[src/rtl/abofs_dispatch_ctrl_if.sv]
// rtl/abofs_dispatch_ctrl_if.sv - command/offset/finish handshake bundle for abofs_dispatch_ctrl
// Optional o_stall_cnt appears only under ABOFS_STALL_CNT_EN.
interface abofs_dispatch_ctrl_if #(
  parameter int OFS_BW  = 32,
  parameter int ND      = 5,
  parameter int NBLK_BW = 16
);
  logic               cfg_rdy;
  logic               cfg_ack;
  logic [NBLK_BW-1:0] i_cfg_nblk;
  logic [ND-1:0]      i_cfg_dmask;
  logic               src_rdy;
  logic               src_ack;
  logic [OFS_BW-1:0]  i_src_ofs;
  logic [ND-1:0]      dst_rdy;
  logic [ND-1:0]      dst_ack;
  logic [OFS_BW-1:0]  o_dst_ofs;
  logic               fin_rdy;
  logic               fin_ack;
`ifdef ABOFS_STALL_CNT_EN
  logic [31:0]        o_stall_cnt;
`endif

  modport slave (
    input  cfg_rdy, i_cfg_nblk, i_cfg_dmask, src_rdy, i_src_ofs, dst_ack, fin_ack,
    output cfg_ack, src_ack, dst_rdy, o_dst_ofs, fin_rdy
`ifdef ABOFS_STALL_CNT_EN
    , output o_stall_cnt
`endif
  );

  modport master (
    output cfg_rdy, i_cfg_nblk, i_cfg_dmask, src_rdy, i_src_ofs, dst_ack, fin_ack,
    input  cfg_ack, src_ack, dst_rdy, o_dst_ofs, fin_rdy
`ifdef ABOFS_STALL_CNT_EN
    , input o_stall_cnt
`endif
  );
endinterface

[src/rtl/abofs_dispatch_ctrl.sv]
// rtl/abofs_dispatch_ctrl.sv - broadcasts looper block offsets to ND consumers for one pass
// Optional stall counter enabled by ABOFS_STALL_CNT_EN.
module abofs_dispatch_ctrl #(
  parameter int OFS_BW  = 32,
  parameter int ND      = 5,
  parameter int NBLK_BW = 16
) (
  input logic                  i_clk,
  input logic                  i_rst,
  abofs_dispatch_ctrl_if.slave bus
);

  typedef enum logic [1:0] {S_IDLE, S_RUN, S_FIN} state_e;

  state_e             state_q, state_d;
  logic [NBLK_BW-1:0] nblk_q, nblk_d;
  logic [NBLK_BW-1:0] acc_cnt_q, acc_cnt_d;
  logic [NBLK_BW-1:0] done_cnt_q, done_cnt_d;
  logic [ND-1:0]      dmask_q, dmask_d;
  logic [ND-1:0]      pend_q, pend_d;
  logic               full_q, full_d;
  logic [OFS_BW-1:0]  ofs_q, ofs_d;

  logic               cfg_xfer, src_xfer, fin_xfer;
  logic               complete, discard, finishing;
  logic [ND-1:0]      hit;
  logic [NBLK_BW:0]   done_next;

  assign hit       = (state_q == S_RUN && full_q) ? (pend_q & bus.dst_ack) : '0;
  assign complete  = (state_q == S_RUN) && full_q && ((pend_q & ~hit) == '0);
  assign cfg_xfer  = bus.cfg_rdy && bus.cfg_ack;
  assign src_xfer  = bus.src_rdy && bus.src_ack;
  assign fin_xfer  = bus.fin_rdy && bus.fin_ack;
  // With an empty mask an accepted offset is retired in the same cycle.
  assign discard   = src_xfer && (dmask_q == '0);
  assign done_next = {1'b0, done_cnt_q} + {{NBLK_BW{1'b0}}, (complete || discard)};
  assign finishing = (complete || discard) && (done_next == {1'b0, nblk_q});

  always_ff @(posedge i_clk or negedge i_rst) begin
    if (!i_rst) state_q <= S_IDLE;
    else        state_q <= state_d;
  end

  always_comb begin
    state_d = state_q;
    case (state_q)
      S_IDLE:  if (cfg_xfer) state_d = (bus.i_cfg_nblk == '0) ? S_FIN : S_RUN;
      S_RUN:   if (finishing) state_d = S_FIN;
      S_FIN:   if (fin_xfer) state_d = S_IDLE;
      default: state_d = S_IDLE;
    endcase
  end

  always_comb begin
    bus.cfg_ack = 1'b0;
    bus.src_ack = 1'b0;
    bus.fin_rdy = 1'b0;
    bus.dst_rdy = '0;
    case (state_q)
      S_IDLE: bus.cfg_ack = bus.cfg_rdy;
      S_RUN: begin
        bus.dst_rdy = full_q ? pend_q : '0;
        bus.src_ack = bus.src_rdy && (acc_cnt_q < nblk_q) && (!full_q || complete);
      end
      S_FIN:   bus.fin_rdy = 1'b1;
      default: ;
    endcase
  end

  assign bus.o_dst_ofs = ofs_q;

  always_comb begin
    nblk_d     = nblk_q;
    dmask_d    = dmask_q;
    acc_cnt_d  = acc_cnt_q;
    done_cnt_d = done_cnt_q;
    pend_d     = pend_q;
    full_d     = full_q;
    ofs_d      = ofs_q;
    if (cfg_xfer) begin
      nblk_d     = bus.i_cfg_nblk;
      dmask_d    = bus.i_cfg_dmask;
      acc_cnt_d  = '0;
      done_cnt_d = '0;
      pend_d     = '0;
      full_d     = 1'b0;
    end else if (state_q == S_RUN) begin
      pend_d     = pend_q & ~hit;
      done_cnt_d = done_next[NBLK_BW-1:0];
      if (complete) full_d = 1'b0;
      // A reload in the completing cycle overrides the drain above.
      if (src_xfer) begin
        ofs_d     = bus.i_src_ofs;
        acc_cnt_d = acc_cnt_q + {{(NBLK_BW-1){1'b0}}, 1'b1};
        pend_d    = dmask_q;
        full_d    = |dmask_q;
      end
    end
  end

  always_ff @(posedge i_clk or negedge i_rst) begin
    if (!i_rst) begin
      nblk_q     <= '0;
      dmask_q    <= '0;
      acc_cnt_q  <= '0;
      done_cnt_q <= '0;
      pend_q     <= '0;
      full_q     <= 1'b0;
      ofs_q      <= '0;
    end else begin
      nblk_q     <= nblk_d;
      dmask_q    <= dmask_d;
      acc_cnt_q  <= acc_cnt_d;
      done_cnt_q <= done_cnt_d;
      pend_q     <= pend_d;
      full_q     <= full_d;
      ofs_q      <= ofs_d;
    end
  end

`ifdef ABOFS_STALL_CNT_EN
  logic [31:0] stall_cnt_q, stall_cnt_d;

  always_comb begin
    stall_cnt_d = stall_cnt_q;
    if (cfg_xfer)
      stall_cnt_d = '0;
    else if (state_q == S_RUN && full_q && hit == '0 && stall_cnt_q != 32'hFFFF_FFFF)
      stall_cnt_d = stall_cnt_q + 32'd1;
  end

  always_ff @(posedge i_clk or negedge i_rst) begin
    if (!i_rst) stall_cnt_q <= '0;
    else        stall_cnt_q <= stall_cnt_d;
  end

  assign bus.o_stall_cnt = stall_cnt_q;
`endif

endmodule

[src/flat_wrapper.sv]
// flat-port wrapper written by rule: the top's interface ports become plain ports
module abofs_dispatch_ctrl_flat 
#(
  parameter int OFS_BW  = 32,
  parameter int ND      = 5,
  parameter int NBLK_BW = 16
)
  (i_clk, i_rst, bus_cfg_rdy, bus_i_cfg_nblk, bus_i_cfg_dmask, bus_src_rdy, bus_i_src_ofs, bus_dst_ack, bus_fin_ack, bus_cfg_ack, bus_src_ack, bus_dst_rdy, bus_o_dst_ofs, bus_fin_rdy);
  abofs_dispatch_ctrl_if #(.OFS_BW(OFS_BW), .ND(ND), .NBLK_BW(NBLK_BW)) bus_i ();
  input logic i_clk;
  input logic i_rst;
  input wire logic [$bits(bus_i.cfg_rdy)-1:0] bus_cfg_rdy;
  input wire logic [$bits(bus_i.i_cfg_nblk)-1:0] bus_i_cfg_nblk;
  input wire logic [$bits(bus_i.i_cfg_dmask)-1:0] bus_i_cfg_dmask;
  input wire logic [$bits(bus_i.src_rdy)-1:0] bus_src_rdy;
  input wire logic [$bits(bus_i.i_src_ofs)-1:0] bus_i_src_ofs;
  input wire logic [$bits(bus_i.dst_ack)-1:0] bus_dst_ack;
  input wire logic [$bits(bus_i.fin_ack)-1:0] bus_fin_ack;
  output wire logic [$bits(bus_i.cfg_ack)-1:0] bus_cfg_ack;
  output wire logic [$bits(bus_i.src_ack)-1:0] bus_src_ack;
  output wire logic [$bits(bus_i.dst_rdy)-1:0] bus_dst_rdy;
  output wire logic [$bits(bus_i.o_dst_ofs)-1:0] bus_o_dst_ofs;
  output wire logic [$bits(bus_i.fin_rdy)-1:0] bus_fin_rdy;
  assign bus_i.cfg_rdy = bus_cfg_rdy;
  assign bus_i.i_cfg_nblk = bus_i_cfg_nblk;
  assign bus_i.i_cfg_dmask = bus_i_cfg_dmask;
  assign bus_i.src_rdy = bus_src_rdy;
  assign bus_i.i_src_ofs = bus_i_src_ofs;
  assign bus_i.dst_ack = bus_dst_ack;
  assign bus_i.fin_ack = bus_fin_ack;
  assign bus_cfg_ack = bus_i.cfg_ack;
  assign bus_src_ack = bus_i.src_ack;
  assign bus_dst_rdy = bus_i.dst_rdy;
  assign bus_o_dst_ofs = bus_i.o_dst_ofs;
  assign bus_fin_rdy = bus_i.fin_rdy;
  abofs_dispatch_ctrl #(.OFS_BW(OFS_BW), .ND(ND), .NBLK_BW(NBLK_BW)) u_core (.i_clk(i_clk), .i_rst(i_rst), .bus(bus_i));
endmodule
[config.mk]
export PLATFORM = sky130hd
export DESIGN_NAME = abofs_dispatch_ctrl_flat
export DESIGN_NICKNAME = d
export VERILOG_FILES = /design/src/rtl/abofs_dispatch_ctrl_if.sv /design/src/rtl/abofs_dispatch_ctrl.sv /design/src/flat_wrapper.sv
export SDC_FILE = /design/constraint.sdc
export NUM_CORES = 1
export LEC_CHECK = 0
export ABC_CLOCK_PERIOD_IN_PS = 4400
export CAP_MARGIN = 20
export CORE_MARGIN = 3
export CORE_UTILIZATION = 40
export DETAILED_ROUTE_END_ITERATION = 8
export PLACE_DENSITY_LB_ADDON = 0.25
export SYNTH_ARGS = -nofsm -noshare
export SYNTH_HDL_FRONTEND = slang
export SYNTH_SLANG_ARGS = --single-unit
[constraint.sdc]
create_clock -name i_clk -period 4.4 [get_ports i_clk]
set_input_delay 0.44 -clock i_clk [delete_from_list [all_inputs] [get_ports i_clk]]
set_output_delay 0.44 -clock i_clk [all_outputs]
set_load 0.02 [all_outputs]
* After elaboration in Yosys (flattened, before gate mapping) *
Cells that the tools add are included.

operators by class
  equality and inequality tests = 6
  bitwise logic cells = 4
  muxes and demuxes = 23
  add/subtract/negate cells = 2
  reduce and logical (&&, ||, !) cells = 24
  magnitude comparators = 1

operators with widths
  kind                                                                      number
  16-bit two-way mux                                                        5
  5-bit two-way mux                                                         6
  16-bit by 1-bit adder with 17-bit output                                  1
  17-bit by 16-bit == test with 1-bit output                                1
  16-bit by 1-bit adder with 16-bit output (second input constant)          1
  16-bit zero test                                                          1
  16-bit < comparator                                                       1
  5-bit bitwise AND                                                         2
  5-bit zero test                                                           2
  1-bit logical AND                                                         9
  2-bit two-way mux                                                         4
  1-bit two-way mux                                                         7
  2-bit by 1-bit inequality test with 1-bit output (second input constant)  3
  2-bit case mux with 3 select lines                                        1
  3-bit AND reduction                                                       2
  5-bit NOT                                                                 1
  5-bit OR reduction                                                        1
  2-bit AND reduction                                                       2
  2-bit nonzero test                                                        2
  3-bit nonzero test                                                        1
  2-bit by 1-bit == test with 1-bit output (second input constant)          1
  2-bit == test (second input constant)                                     1
  2-bit zero test                                                           1
  1-bit logical OR                                                          2
  2 further kinds                                                           2

word-level totals
  logic and storage cells = 68
  output and inout port bits = 40
  register bits after elaboration = 93
  input bits = 63

* Depth between registers and ports, before layout *
Gate-level depths: netlist of run 1.

  depth after elaboration = 18
  gate-level depth with buffers = 18
  mapped depth without buffers = 16

* Worst setup path before layout of run 1 *
No wires, ideal clock.

  path kind = reg2reg
  start = reg u_core.acc_cnt_q[7]
  end = reg u_core.state_q[0]
  setup slack = 555 ps
  path buffers = 2
  arrival = 3723 ps
  stages on the path, launching flop included = 17
  library setup time = 122 ps
  path through = dfrtp_1 -> ha_1 -> nand3_1 -> or4_4 -> a211oi_4 -> buf_2 -> nor3_1 -> or2_2 -> ha_1 -> clkbuf_1 -> xnor2_1 -> xnor2_1 -> a211oi_1 -> o2111ai_1 -> a2111oi_0 -> o2111ai_1 -> o2111a_1

between the ends
  longest elaborated chain between the ends = 12

RTL lines
  what                                                          RTL line                                              source
  from (decl)                                                   abofs_dispatch_ctrl.sv:17                             logic [NBLK_BW-1:0] acc_cnt_q, acc_cnt_d;
  from (signal assigned)                                        abofs_dispatch_ctrl.sv:113                            acc_cnt_q <= acc_cnt_d;
  16-bit < comparator *                                         abofs_dispatch_ctrl.sv:63                             bus.src_ack = bus.src_rdy && (acc_cnt_q < nblk_q) && (!full_q || complete);
  1-bit logical AND * (2 in series)                             abofs_dispatch_ctrl.sv:63
  1-bit two-way mux *                                           abofs_dispatch_ctrl.sv:59                             case (state_q)
  1-bit logical AND *                                           abofs_dispatch_ctrl.sv:32                             assign src_xfer = bus.src_rdy && bus.src_ack;
  1-bit logical AND *                                           abofs_dispatch_ctrl.sv:35                             assign discard = src_xfer && (dmask_q == '0);
  1-bit logical OR *                                            abofs_dispatch_ctrl.sv:36, abofs_dispatch_ctrl.sv:37
  16-bit by 1-bit adder with 17-bit output                      abofs_dispatch_ctrl.sv:36                             assign done_next = {1'b0, done_cnt_q} + {{NBLK_BW{1'b0}}, (complete || discard)};
  17-bit by 16-bit == test with 1-bit output                    abofs_dispatch_ctrl.sv:37                             assign finishing = (complete || discard) && (done_next == {1'b0, nblk_q});
  1-bit logical AND *                                           abofs_dispatch_ctrl.sv:37
  2-bit by 1-bit inequality test with 1-bit output (no line) *  -
  3-bit AND reduction (no line) *                               -
  to (signal assigned)                                          abofs_dispatch_ctrl.sv:41                             else state_q <= state_d;
  to (decl)                                                     abofs_dispatch_ctrl.sv:15                             state_e state_q, state_d;

Every way passes the cells marked *; elsewhere a longest branch is shown, timed or not.
A chain may end at the register's enable or synchronous reset.

* Final worst setup path of run 1 *
  start = reg u_core.nblk_q[5]
  end = reg u_core.state_q[0]

between the ends
  longest elaborated chain between the ends = 12

RTL lines
  what                                                          RTL line                                              source
  from (decl)                                                   abofs_dispatch_ctrl.sv:16                             logic [NBLK_BW-1:0] nblk_q, nblk_d;
  from (signal assigned)                                        abofs_dispatch_ctrl.sv:111                            nblk_q <= nblk_d;
  16-bit < comparator                                           abofs_dispatch_ctrl.sv:63
  1-bit logical AND (2 in series)                               abofs_dispatch_ctrl.sv:63
  1-bit two-way mux                                             abofs_dispatch_ctrl.sv:59
  1-bit logical AND                                             abofs_dispatch_ctrl.sv:32
  1-bit logical AND                                             abofs_dispatch_ctrl.sv:35
  1-bit logical OR                                              abofs_dispatch_ctrl.sv:36, abofs_dispatch_ctrl.sv:37
  16-bit by 1-bit adder with 17-bit output                      abofs_dispatch_ctrl.sv:36
  17-bit by 16-bit == test with 1-bit output                    abofs_dispatch_ctrl.sv:37
  1-bit logical AND *                                           abofs_dispatch_ctrl.sv:37
  2-bit by 1-bit inequality test with 1-bit output (no line) *  -
  3-bit AND reduction (no line) *                               -

Marks and branches as above.

==> results of run 1 <==
-- critical path, stage by stage, from the launching register on --
cell	delay [ns]
dfrtp_1	0.41
inv_1	0.09
ha_1	0.30
nand3_1	0.08
or4_4	0.56
a211oi_4	0.28
nor3_1	0.10
or2_2	0.30
ha_1	0.31
xnor2_1	0.16
o211ai_1	0.10
a211oi_1	0.26
o2111ai_1	0.14
a2111oi_0	0.38
o2111ai_1	0.24
o2111a_1	0.19
-- metal layers --
metal | vias up | track usage [%] | part of all wire [%]
met4 | 0 | 5.42 | 1.5
li1 | 2018 | - | -
met1 | 2068 | 25.0 | 45
met5 | - | 0 | 0
met2 | 106 | 31.3 | 49
met3 | 13 | 4.57 | 4.7
-- Yosys cell counts (all sizes together), types with 2 or more instances --
| cell | number | area [um2] |
|---|---|---|
| dfrtp | 93 | 2330 |
| nand2 | 74 | 278 |
| o21ai | 49 | 245 |
| nor2 | 36 | 135 |
| mux2 | 32 | 360 |
| inv | 25 | 96.4 |
| xnor2 | 24 | 210 |
| nand3 | 23 | 115 |
| clkbuf | 18 | 67.6 |
| ha | 18 | 225 |
| a21oi | 13 | 65.1 |
| xor2 | 11 | 96.3 |
| buf | 10 | 81.3 |
| nor3 | 10 | 50.1 |
| nor4 | 9 | 71.3 |
| nand4 | 7 | 43.8 |
| a22o | 6 | 52.6 |
| and3 | 6 | 37.5 |
| o31ai | 6 | 45.0 |
| or4 | 6 | 48.8 |
| and2 | 3 | 18.8 |
| nand2b | 3 | 18.8 |
| nor4b | 3 | 38.8 |
| a2111oi | 2 | 17.5 |
| a211oi | 2 | 27.5 |
| a31oi | 2 | 12.5 |
| and4 | 2 | 17.5 |
| nor3b | 2 | 15.0 |
| o2111ai | 2 | 17.5 |
| o211ai | 2 | 15.0 |
| o41ai | 2 | 17.5 |
| or2 | 2 | 15.0 |
-- how the worst min path moves through the flow --
stage	startpoint	cells past startpoint	to	slack (ns)
after floorplan	i_rst	0	u_core.acc_cnt_q[0]$_DFFE_PN0P_	0.14
after global routing	i_rst	1	u_core.bus.o_dst_ofs[29]$_DFFE_PN0P_	0.16
after CTS	i_rst	1	u_core.bus.o_dst_ofs[29]$_DFFE_PN0P_	0.14
final	i_rst	1	u_core.bus.o_dst_ofs[29]$_DFFE_PN0P_	0.11
after global placement	u_core.bus.o_dst_ofs[7]$_DFFE_PN0P_	1	u_core.bus.o_dst_ofs[7]$_DFFE_PN0P_	0.47
after detailed placement	u_core.bus.o_dst_ofs[29]$_DFFE_PN0P_	1	u_core.bus.o_dst_ofs[29]$_DFFE_PN0P_	0.47
-- power by group --
group	internal [mW]	switching, mW
combinational	0.579	0.558
sequential	1.06	0.185
clock	0.416	0.328
total	2.06	1.07
-- registers in the layout, summed over array words and instances, names as in the netlist --
name,flops
u_core.bus.o_dst_ofs,32
u_core.state_q,2
u_core.acc_cnt_q,16
u_core.dmask_q,5
u_core.full_q,1
u_core.nblk_q,16
u_core.pend_q,5
u_core.done_cnt_q,16
-- cells in the final DEF (no fill, tap or decap), types with 2 or more instances in the layout --
master           count
o31ai_1              6
xor2_1              11
inv_1               24
o2111ai_1            2
and3_1               6
clkbuf_16            9
nor3b_1              2
clkbuf_8             2
o41ai_1              2
and4_1               2
nand2b_1             3
clkdlybuf4s50_1    101
nor4_1               8
nand4_1              7
dfrtp_1             93
o211ai_1             2
o21ai_0             49
a22o_1               6
nand3_1             23
nor4b_2              2
buf_4               16
nor2_1              36
a31oi_1              2
mux2_2              26
nor3_1              10
nand2_1             74
xnor2_1             24
or4_1                5
a21oi_1             13
a2111oi_0            2
ha_1                18
and2_1               2
mux2_1               6
-- layout make-up --
class	count	area [um2]
fillers	1111	5660
well taps	168	210
inverters	26	100
flip-flops and latches	93	2330
multi-input cells	371	2440
clock inverters	4	30.0
clock buffers	12	256
repair buffers	117	1130
-- kinds of logic (layout without fill, tap and decap cells) --
kind of cell	Yosys count	after routing
DFF	93	93
AOI/OAI and AO/OA	94	94
adders and majority gates	18	18
muxes	33	33
and+or+nand+nor	191	191
xor gates and xnor gates	35	35
buffers and inverters	54	159
-- through the flow --
| step | worst slack [ns] | cell area (um2) | total power [mW] | cells |
|---|---|---|---|---|
| finish | 0.384 | 6500 | 3.13 | 791 |
| global route | 0.0162 | 6500 | 3.33 | 791 |
| CTS | 0.406 | 6500 | 3.16 | 791 |
| detailed placement | 0.103 | 6210 | 2.40 | 775 |
| global placement | 0.270 | 6210 | 2.38 | 775 |
| floorplan | 0.555 | 5020 | 1.93 | 518 |
==> results.sh, run 1 <==
export IMPL_status="completed"
export IMPL_die_y_um=118
export IMPL_ctsHtreeMaxLevel=3
export IMPL_clock_tree_from_tritoncts="done"
export IMPL_clock_fmax_ghz=0.249
export IMPL_die_w_um=118
export IMPL_initial_core_util_pct=41.3
export IMPL_power_density_cell_area_mw_per_mm2=481
export IMPL_postSynth_topFlopCell="dfrtp_1"
export IMPL_yosysWarnings=0
export IMPL_worst_setup_hold_path_clk_slew_ns=0.06
export IMPL_antenna_found_initial=0
export IMPL_areaGrowthSynthToFinish_pct=29.5
export IMPL_finish_net_count=699
export IMPL_postSynth_asyncResetShare_pct=100
export IMPL_num_vias=4205
export IMPL_timing_critical_path_from_type="register"
export IMPL_clkLatencyLatePin_ns=0.35
export IMPL_wl_per_cell_um=16.1
export IMPL_numPortBuffers=102
export IMPL_layout_drive_gt1_share_pct=10.9
export IMPL_numCtsBuffers=9
export IMPL_globalRoute_totalOverflow=0
export IMPL_number_of_distinct_library_cells_after_synthesis=58
export IMPL_endpoint_kind="register"
export IMPL_min_period_over_period_pct=91.3
export IMPL_globalplace_congestion=0.930
export IMPL_drt_first_iter_violations=234
export IMPL_worst_slew_pin_transition_ns=0.755
export IMPL_synth_seq_cells=93
export IMPL_syn_avg_cell_area_um2=9.69
export IMPL_complex_gate_fraction_of_the_synthesized_area_pct=11.9
export IMPL_finish_utilization_pct=53.4
export IMPL_min_period_ns=4.02
export IMPL_rows=40
export IMPL_finalMaxSlewViolations=0
export IMPL_num_io_pins=103
export IMPL_ff2ff_path_depth=15
export IMPL_setup_viol=0
export IMPL_finalHoldWorstSlack_ns=0.109
export IMPL_slew_headroom_pct=49.5
export IMPL_worst_hold_path_type="in2async"
export IMPL_grt_setup_unrepaired="no"
export IMPL_vias_per_cell=5.32
export IMPL_max_vdd_ir_drop_mv=0.335
export IMPL_final_setup_skew_ns=0.00920
export IMPL_clock_sink_count=93
export IMPL_track_usage_pct=19.0
export IMPL_worst_endpoint_arrival_ns=4.25
export IMPL_dr_pass1_iters=5
export IMPL_synthesized_area_fraction_occupied_by_and_or_nand_nor_cells_pct=18.8
export IMPL_postCtsSetupRepairBufs=0
export IMPL_crit_type="reg2reg"
export IMPL_regToRegEndpoint="u_core.state_q[0]$_DFFE_PN0P_"
export IMPL_synth_area_in_xor_xnor_pct=6.11
export IMPL_holdBufCountCts=0
export IMPL_drt_total_wl_mm=12.7
export IMPL_place_detailed_hpwl_mm=9.60
export IMPL_cts_root_to_sink_buffers=2
export IMPL_yosys_area_share_adder_pct=4.49
export IMPL_first_global_vias=4257
export IMPL_grt_pass1_wl_mm=21.4
export IMPL_synth_top_family_by_area="simple AND/OR/NAND/NOR gates"
export IMPL_termination_of_the_worst_setup_path="u_core.state_q[0]$_DFFE_PN0P_"
export IMPL_final_antenna_violating_net_count=0
export IMPL_yosys_mux_area_fraction_pct=7.38
export IMPL_crit_required_ns=4.63
export IMPL_synth_cell_area_mm2=0.00502
export IMPL_core_area_mm2=0.0122
export IMPL_drc=0
export IMPL_critical_path_reg2reg_startpoint="u_core.nblk_q[5]$_DFFE_PN0P_"
export IMPL_clock_tree_root_cell="clkbuf_16"
export IMPL_diodes=0
export IMPL_worst_r2r_setup_slack_ns=0.38
export IMPL_design_die_area_mm2=0.0139
export IMPL_drv_cap=0
export IMPL_pin_count_of_the_biggest_net_entering_global_routing=52
export IMPL_finalSetupTns_ns=0
export IMPL_worstPathMaxFanout=2
export IMPL_number_of_enable_flip_flop_cells_after_synthesis=0
export IMPL_postCtsResizedCells=0
export IMPL_timing_final_hold_violations=0
export IMPL_cp_startpoint="u_core.nblk_q[5]$_DFFE_PN0P_"
export IMPL_yosysSeqAreaShare_pct=46.4
export IMPL_number_of_nets_in_the_synthesized_netlist=599
export IMPL_synthesis_instances=518
export IMPL_p_leak_nw=2.75
Power figures use the tool's default switching activity.
==> run 2, diff against run 1 <==
--- a/config.mk
+++ b/config.mk
@@ -5,12 +5,14 @@
 export SDC_FILE = /design/constraint.sdc
 export NUM_CORES = 1
 export LEC_CHECK = 0
-export ABC_CLOCK_PERIOD_IN_PS = 4400
+export ABC_CLOCK_PERIOD_IN_PS = 4110
 export CAP_MARGIN = 20
 export CORE_MARGIN = 3
 export CORE_UTILIZATION = 40
 export DETAILED_ROUTE_END_ITERATION = 8
+export HOLD_SLACK_MARGIN = 0.05
 export PLACE_DENSITY_LB_ADDON = 0.25
+export SKIP_CTS_REPAIR_TIMING = 1
 export SYNTH_ARGS = -nofsm -noshare
 export SYNTH_HDL_FRONTEND = slang
 export SYNTH_SLANG_ARGS = --single-unit
==> constraint.sdc (replaced) <==
create_clock -name i_clk -period 4.11 [get_ports i_clk]
set_input_delay 0.411 -clock i_clk [delete_from_list [all_inputs] [get_ports i_clk]]
set_output_delay 0.411 -clock i_clk [all_outputs]
set_load 0.02 [all_outputs]
==> run 2 against run 1 <==
Effect of this change: via count is 0.64% lower; global-route usage is 0.090 points lower; count of clock-buffer cells in the layout stayed put; sequential power is 7% higher; final cell count is 0.51% higher; critical endpoint unchanged.
==> results.sh, run 2 (synthesis results as in run 1) <==
export IMPL_status="completed"
export IMPL_slew_headroom_pct=46.2
export IMPL_globalplace_congestion=0.932
export IMPL_grt_pass1_wl_mm=21.3
export IMPL_regToRegEndpoint="u_core.state_q[0]$_DFFE_PN0P_"
export IMPL_die_y_um=118
export IMPL_ctsHtreeMaxLevel=3
export IMPL_comb_power_share_pct=36.1
export IMPL_clock_sink_count=93
export IMPL_grt_setup_unrepaired="no"
export IMPL_endpoint_kind="register"
export IMPL_power_density_cell_area_mw_per_mm2=523
export IMPL_die_w_um=118
export IMPL_pin_count_of_the_biggest_net_entering_global_routing=66
export IMPL_drv_cap=0
export IMPL_dr_pass1_iters=4
export IMPL_worst_setup_hold_path_clk_slew_ns=0.07
export IMPL_timing_critical_path_from_type="primary input"
export IMPL_num_vias=4178
export IMPL_clock_tree_root_cell="clkbuf_16"
export IMPL_min_period_over_period_pct=95.5
export IMPL_power_net_switching_mw=1.17
export IMPL_final_setup_skew_ns=0.00872
export IMPL_cts_root_to_sink_buffers=2
export IMPL_timing_final_hold_violations=0
export IMPL_vias_per_cell=5.26
export IMPL_first_global_vias=4176
export IMPL_worst_r2r_setup_slack_ns=0.30
export IMPL_areaGrowthSynthToFinish_pct=30.8
export IMPL_clock_fmax_ghz=0.255
export IMPL_finish_utilization_pct=54.0
export IMPL_worst_endpoint_arrival_ns=4.16
export IMPL_diodes=0
export IMPL_track_usage_pct=18.9
export IMPL_drc=0
export IMPL_critical_path_reg2reg_startpoint="u_core.nblk_q[5]$_DFFE_PN0P_"
export IMPL_worst_hold_path_type="in2async"
export IMPL_ff2ff_path_depth=15
export IMPL_worstPathMaxFanout=3
export IMPL_antenna_found_initial=0
export IMPL_drt_first_iter_violations=228
export IMPL_p_leak_nw=2.78
export IMPL_layout_drive_gt1_share_pct=12.0
export IMPL_largest_register_ff_count=32
export IMPL_mostFrequentLayoutCells="101 x clkdlybuf4s50_1, 92 x dfrtp_1, 74 x nand2_1"
export IMPL_worst_slew_pin_transition_ns=0.807
export IMPL_power_share_sequential_pct=38.9
export IMPL_numCtsBuffers=9
export IMPL_num_io_pins=103
export IMPL_stdcell_area_mm2=0.00657
export IMPL_power_internal_mw=2.27
export IMPL_min_period_ns=3.93
export IMPL_placement_cell_area_mm2=0.00624
export IMPL_numPortBuffers=102
export IMPL_rows=40
export IMPL_setup_viol=0
export IMPL_finish_net_count=703
export IMPL_initial_core_util_pct=41.3
export IMPL_finalHoldWorstSlack_ns=0.167
export IMPL_swShare_pct=33.9
export IMPL_wl_per_cell_um=16.3
export IMPL_clkLatencyLatePin_ns=0.34
export IMPL_crit_type="in2reg"
export IMPL_num_fill_cells=1093
export IMPL_place_detailed_hpwl_mm=9.61
export IMPL_globalRoute_totalOverflow=0
export IMPL_layout_commonest_cell="clkdlybuf4s50_1"
export IMPL_drt_total_wl_mm=13.0
export IMPL_finalMaxSlewViolations=0
export IMPL_max_vdd_ir_drop_mv=0.319
export IMPL_core_area_mm2=0.0122
export IMPL_p_clk_share_pct=25.0
export IMPL_crit_required_ns=4.34
export IMPL_design_die_area_mm2=0.0139
export IMPL_final_antenna_violating_net_count=0
export IMPL_clock_tree_from_tritoncts="done"
-- run 2: changes by cell type in the layout (fill, tap and decap cells not counted), sizes merged --
cell,change
buf,+4
clkinv,-2
clkinvlp,+1
bufinv,+1
-- run 2: critical path, cell delays in order --
cell             delay [ns]
clkdlybuf4s50_1        0.48
inv_1                  0.04
a222oi_1               0.40
o221ai_2               0.20
a2111o_1               0.46
nor3_1                 0.25
or2_2                  0.19
ha_1                   0.17
nand4_1                0.13
or4_1                  0.56
xnor2_1                0.16
a21oi_1                0.08
nor4_1                 0.28
o2111ai_1              0.19
o2111a_1               0.17
-- run 2: layout make-up --
type,count,area (um2),share of cell area [%]
clock inverter,4,53.8,0.819
tap,168,210,3.20
multi-input combinational,371,2460,37.4
timing repair buffer,121,1160,17.7
clock buffer,12,256,3.91
sequential,93,2330,35.5
inverter,26,100,1.52
-- run 2: metrics by stage --
step	setup slack (ns)	setup TNS, ns	power [mW]	instances
5_1_grt	0.00337	0	3.64	795
2_1_floorplan	0.265	0	2.07	518
6_report	0.184	0	3.44	795
3_5_place_dp	-0.0665	-0.0665	2.59	779
3_3_place_gp	0.0168	0	2.55	779
4_1_cts	0.150	0	3.46	795
-- run 2: how the worst max path moves through the flow --
stage | depth (start not counted) | from | end | slack (ns)
6_report | 15 | bus_dst_ack[3] | u_core.state_q[0]$_DFFE_PN0P_ | 0.18
4_1_cts | 15 | u_core.nblk_q[2]$_DFFE_PN0P_ | u_core.state_q[0]$_DFFE_PN0P_ | 0.15
2_1_floorplan | 16 | u_core.acc_cnt_q[7]$_DFFE_PN0P_ | u_core.state_q[0]$_DFFE_PN0P_ | 0.27
3_5_place_dp | 15 | bus_dst_ack[3] | u_core.state_q[0]$_DFFE_PN0P_ | -0.07
5_1_grt | 15 | bus_dst_ack[3] | u_core.state_q[0]$_DFFE_PN0P_ | 0.003
3_3_place_gp | 15 | bus_dst_ack[3] | u_core.state_q[0]$_DFFE_PN0P_ | 0.02
-- run 2: routing by layer --
| layer | GRT usage, % | vias to the layer above | routed length, um |
|---|---|---|---|
| met2 | 31.3 | 108 | 6340 |
| met1 | 25.2 | 2032 | 5770 |
| met5 | 0 | - | 0 |
| met4 | 4.91 | 0 | 145 |
| li1 | - | 2027 | - |
| met3 | 4.18 | 11 | 702 |
-- run 2: power groups by stage --
stage                     logic (mW)  registers, mW  clock network (mW)
after detailed placement        1.24           1.35                   0
after global routing            1.35           1.37               0.915
after floorplan                0.643           1.43                   0
final                           1.24           1.34               0.860
after CTS                       1.25           1.34               0.874
after global placement          1.22           1.34                   0
